File: config.mk
export PLATFORM = sky130hd
export DESIGN_NAME = caliptra_prim_fifo_unpacker
export DESIGN_NICKNAME = d
export VERILOG_FILES = /design/src/rtl/caliptra_prim_unpacker_pkg.sv /design/src/rtl/caliptra_prim_util_pkg.sv /design/src/rtl/caliptra_prim_fifo_unpacker.sv
export SDC_FILE = /design/constraint.sdc
export NUM_CORES = 1
export LEC_CHECK = 0
export BUFFER_PORTS_ARGS = -buffer_cell sky130_fd_sc_hd__buf_2
export CAP_MARGIN = 20
export CORE_MARGIN = 3
export CORE_UTILIZATION = 44
export CTS_CLUSTER_SIZE = 8
export DETAILED_ROUTE_END_ITERATION = 10
export PLACE_DENSITY = 0.68
export SYNTH_ARGS = -nofsm -noshare
export SYNTH_HDL_FRONTEND = slang
export SYNTH_SLANG_ARGS = --single-unit
File: constraint.sdc
create_clock -name clk_i -period 1.5 [get_ports clk_i]
set_input_delay 0.075 -clock clk_i [delete_from_list [all_inputs] [get_ports clk_i]]
set_output_delay 0.075 -clock clk_i [all_outputs]
set_load 0.05 [all_outputs]
File: src/rtl/caliptra_prim_unpacker_pkg.sv
// Types and constants for caliptra_prim_fifo_unpacker.
//   unpack_state_e: UnpEmpty (no word held), UnpHold (word held, chunks pending).
package caliptra_prim_unpacker_pkg;

   typedef logic [0:0] unpack_state_e;

   localparam unpack_state_e UnpEmpty = 1'b0;
   localparam unpack_state_e UnpHold  = 1'b1;

endpackage

File: src/rtl/caliptra_prim_util_pkg.sv
// Shared width helpers.
//   vbits(value): number of bits needed to index `value` entries (minimum 1).
package caliptra_prim_util_pkg;

   function automatic int unsigned vbits(int unsigned value);
      return (value <= 1) ? 1 : $clog2(value);
   endfunction

endpackage

File: src/rtl/caliptra_prim_fifo_unpacker.sv
// Wide-to-narrow unpacker placed after caliptra_prim_fifo_sync. Accepts one InW-bit word
// per handshake and emits up to Ratio = InW/OutW chunks of OutW bits on a valid/ready port.
// A word may carry fewer than Ratio valid chunks (in_nchunk_i) and may end a packet
// (in_last_i, reflected on out_last_o with the word's final chunk).
//
// Build option: CALIPTRA_PRIM_UNPACKER_MSB_FIRST_EN selects MSB-first chunk order
// (partial words then take the top chunks). Default is LSB-first.
//
// Ports:
//   clk_i, rst_ni   clock, synchronous active-low reset
//   clr_i           synchronous flush of the held word
//   in_valid_i/in_ready_o/in_data_i/in_nchunk_i/in_last_i   word input from the FIFO
//   out_valid_o/out_ready_i/out_data_o/out_last_o           chunk output
//   busy_o          a word is held
//   err_o           one-cycle pulse after accepting an illegal in_nchunk_i
module caliptra_prim_fifo_unpacker
   import caliptra_prim_util_pkg::*;
   import caliptra_prim_unpacker_pkg::*;
#(
   parameter int unsigned  InW   = 64,
   parameter int unsigned  OutW  = 32,
   localparam int unsigned Ratio = InW / OutW,
   localparam int unsigned CntW  = vbits(Ratio + 1)
) (
   input  logic            clk_i,
   input  logic            rst_ni,
   input  logic            clr_i,
   input  logic            in_valid_i,
   output logic            in_ready_o,
   input  logic [InW-1:0]  in_data_i,
   input  logic [CntW-1:0] in_nchunk_i,
   input  logic            in_last_i,
   output logic            out_valid_o,
   input  logic            out_ready_i,
   output logic [OutW-1:0] out_data_o,
   output logic            out_last_o,
   output logic            busy_o,
   output logic            err_o
);

   localparam int unsigned IdxW = vbits(Ratio);

   if (InW % OutW != 0) begin : gen_width_check
      $error("InW must be an integer multiple of OutW");
   end
   if (Ratio < 2) begin : gen_ratio_check
      $error("InW/OutW must be at least 2");
   end

   unpack_state_e   state_q, state_d;
   logic [IdxW-1:0] idx_q, idx_d;
   logic [CntW-1:0] cnt_q, cnt_d;
   logic [InW-1:0]  data_q, data_d;
   logic            last_q, last_d;
   logic            err_q, err_d;
   logic            under_rst_q;

   logic                       hold;
   logic                       final_chunk;
   logic                       chunk_hs;
   logic                       accept;
   logic                       nchunk_bad;
   logic [CntW-1:0]            nchunk_eff;
   logic [IdxW-1:0]            sel;
   logic [Ratio-1:0][OutW-1:0] chunks;

   assign hold        = (state_q == UnpHold);
   assign final_chunk = hold && (CntW'(idx_q) == cnt_q - CntW'(1));
   assign chunk_hs    = hold && out_ready_i;

   // Blocked during reset, the cycle after release, and while flushing.
   assign in_ready_o = rst_ni && !under_rst_q && !clr_i &&
                       (!hold || (chunk_hs && final_chunk));
   assign accept     = in_valid_i && in_ready_o;

   assign nchunk_bad = (in_nchunk_i == '0) || (in_nchunk_i > CntW'(Ratio));
   assign nchunk_eff = nchunk_bad ? CntW'(Ratio) : in_nchunk_i;

   always_comb begin
      state_d = state_q;
      idx_d   = idx_q;
      cnt_d   = cnt_q;
      data_d  = data_q;
      last_d  = last_q;
      err_d   = 1'b0;
      if (clr_i) begin
         state_d = UnpEmpty;
         idx_d   = '0;
      end else if (accept) begin
         state_d = UnpHold;
         idx_d   = '0;
         cnt_d   = nchunk_eff;
         data_d  = in_data_i;
         last_d  = in_last_i;
         err_d   = nchunk_bad;
      end else if (chunk_hs) begin
         if (final_chunk) begin
            state_d = UnpEmpty;
            idx_d   = '0;
         end else begin
            idx_d = idx_q + IdxW'(1);
         end
      end
   end

   always_ff @(posedge clk_i) begin
      if (!rst_ni) begin
         state_q     <= UnpEmpty;
         idx_q       <= '0;
         cnt_q       <= '0;
         data_q      <= '0;
         last_q      <= 1'b0;
         err_q       <= 1'b0;
         under_rst_q <= 1'b1;
      end else begin
         state_q     <= state_d;
         idx_q       <= idx_d;
         cnt_q       <= cnt_d;
         data_q      <= data_d;
         last_q      <= last_d;
         err_q       <= err_d;
         under_rst_q <= 1'b0;
      end
   end

   assign chunks = data_q;

`ifdef CALIPTRA_PRIM_UNPACKER_MSB_FIRST_EN
   assign sel = IdxW'(Ratio - 1) - idx_q;
`else
   assign sel = idx_q;
`endif

   assign out_valid_o = hold;
   assign out_data_o  = hold ? chunks[sel] : '0;
   assign out_last_o  = final_chunk && last_q;
   assign busy_o      = hold;
   assign err_o       = err_q;

endmodule
==> summary.txt <==
CP Capture Type = primary output
Number of enable flip-flop cells after synthesis = 0
Pins Over Slew Limit = 0
Reg clk slew, reported paths = 0.06 ns
CTS max path bufs = 2
Vias in the first global route = 5684
Synth Instances = 715
CTS Buf Count = 9
Worst-margin pin slew = 0.516 ns
Multi-input logic area = 4650 µm²
Critical path required time = 1.42 ns
Failing checks = setup timing
Sw power = 1340 µW
Slowest stage cell, crit path = dfxtp_4
Int Pwr = 3590 µW
CP Max Fanout = 5
Synth top area share = 24.7%
CTS sink cnt = 71
Combinational share of power = 15.0%
Drt first pass iters = 8
Min cycle time layout = 1.64 ns
Design Area, Final = 8570 µm²
Clock Power Share = 44.9%
H-tree levels = 3
Endpoints failing setup = 93
Root Buffer Master = clkbuf_16
Worst-Skew Late Latency = 0.35 ns
Antenna-violating nets left = 0
Cell variety after synth = 36
Starting density of the core = 45.2%
First-pass GRT wire length = 30.9 mm
Period Utilization, post-route = 109%
Largest net degree at the start of global routing = 142
Sw Ratio = 27.2%
Clock skew = 0.00952 ns
Worst EP arrival = 1.56 ns
Most common cell after layout, fill and taps aside = nand3_1
Startpoint class of the critical path = flop
Fmax = 610 MHz
Vias post-DR = 6185
Cell Area, Synth = 5750 µm²
Leakage = 0.00320 µW
Number of synthesis warnings = 0
Violation count after the first detailed-routing iteration = 651
Worst-case vdd ir drop = 417 µV
Most frequent cells in the layout = nand3_1 (125), buf_2 (73), nand2_1 (69), nand3b_1 (67), dfxtp_1 (66)
Worst rel slew slack = 65.6%
Hold crit path type = in2reg
Fillers = 973
Flop pwr share = 40.1%
Unrepaired setup endpoints after global routing = yes
Storage cell area = 1430 µm²
Setup TNS = -7.15 ns
Register area share after synthesis = 24.7%
Post-synth top area cell = dfxtp_1
Dominant cells by area after synthesis = dfxtp_1 (25%), mux2_2 (13%), nand3_1 (11%)
Placed Instance Area = 6720 µm²
WL/cell = 21.7 µm
Post-route DRC = 0
Count of input and output buffers = 108
Pre-CTS WS = -0.126 ns
Max Cap Viol = 0
# nets final = 890
Syn_nets = 789
Hpwl dp = 12.1 mm
Core Area = 12700 µm²
Post-Route WL = 21.5 mm
Critical path cell sequence = buf_8, clkbuf_16, mux2i_2, nor2_4, buf_4
Die Width = 120 µm
Initial antenna violation count = 0
Mapped Avg Cell Area = 8.04 µm²
GRT Overall Usage = 27.0%
Final hold vios = 0
Critical path class = reg2out
Main synth FF type = dfxtp_1
Pwr/cell area = 576 nW/µm²
Die Height = 120 µm
Via/cell ratio = 6.23
Gr ovfl total = 0
Syn-to-layout area delta = 49.0%
Die Area = 14500 µm²
Smallest setup slack after layout = -0.140 ns
Status = complete, but fails checks
Hold slack = 0.0153 ns
Antenna cells = 0
Asr flop ratio synth = 0%
CTS tree = built
Share of post-route cells with drive strength above 1 = 44.9%
Max stage delay on crit path = 0.37 ns
Row cnt = 41
Boundary Pins = 109
Synth Register Bits = 71
Placer Congestion = 0.863
path summary, 6_finish.rpt:
check                                    from        endpoint  slack (ns)  depth (start not counted)
worst max register to register    under_rst_q      chunks[54]       -0.13                          6
worst min register to register       cnt_q[0]        cnt_q[0]        0.59                          2
worst min-delay path            in_data_i[63]      chunks[63]        0.02                          3
worst max-delay path                    idx_q  out_data_o[11]       -0.14                          5
cell usage after synthesis, types with 2 or more instances:
| master | instances |
|---|---|
| nand2_1 | 70 |
| dfxtp_1 | 71 |
| buf_1 | 5 |
| buf_6 | 4 |
| inv_1 | 4 |
| mux2i_1 | 32 |
| nand4bb_1 | 2 |
| a21oi_1 | 2 |
| buf_2 | 24 |
| nor2_1 | 34 |
| mux2_2 | 64 |
| o211ai_2 | 30 |
| nand3_1 | 131 |
| and3_1 | 64 |
| nand3b_1 | 67 |
| buf_4 | 10 |
| o211ai_1 | 36 |
| clkbuf_1 | 44 |
| mux2_1 | 2 |
| ha_1 | 2 |
| and4b_1 | 2 |
critical path: cells and delay by family, from the launching register on:
family | cells | cell delay (ns)
buffers and inverters | 3 | 0.51
DFF | 1 | 0.37
muxes | 1 | 0.27
and+or+nand+nor | 1 | 0.07
logic make-up (layout without fill, tap and decap cells):
logic type / count (synthesis) / after routing / synth area share (%)
AOI/OAI and AO/OA: 73 / 73 / 12.1
DFF: 71 / 71 / 24.7
adders and majority gates: 2 / 2 / 0.435
and+or+nand+nor: 377 / 377 / 35.9
muxes: 98 / 98 / 18.5
buffers and inverters: 94 / 200 / 8.33
final cells by class:
class | instances | area share (%)
clock inverters | 6 | 0.686
flip-flops and latches | 71 | 16.7
inverters | 4 | 0.234
well taps | 172 | 2.51
multi-input cells | 550 | 54.2
repair buffers | 180 | 22.8
clock buffers | 10 | 2.79
registers in the layout, summed over array words and instances (netlist names):
signal	cells
busy_o	1
chunks	64
cnt_q	2
err_o	1
idx_q	1
last_q	1
under_rst_q	1
power by group through the flow:
stage,combinational (µW),sequential (µW),clock (µW)
2_1_floorplan,360,1990,0
3_3_place_gp,561,2000,0
3_5_place_dp,581,2010,0
4_1_cts,649,1970,2240
5_1_grt,783,1980,2320
6_report,741,1980,2220
through the flow:
step	total power (µW)	std cells	utilization, %
5_1_grt	5090	993	67.3
2_1_floorplan	2350	715	-
6_report	4940	993	67.3
3_5_place_dp	2590	934	52.9
4_1_cts	4860	972	61.0
3_3_place_gp	2560	934	52.9
routing by layer:
metal | routed length (µm) | global-route usage, % | up-vias
li1 | - | - | 2819
met1 | 8870 | 37.0 | 3022
met2 | 10500 | 43.9 | 309
met3 | 1640 | 3.09 | 35
met4 | 513 | 10.3 | 0
met5 | 0 | 0 | -
what timing repair did:
item	in CTS	in global routing
cloned	8	12
gates resized for setup	111	120
pin swaps	4	51
hold buffers	1	0
buffers inserted	13	13
setup endpoints to repair	100	102
hold endpoints to repair	1	0
(Power assumes the default switching activity.)
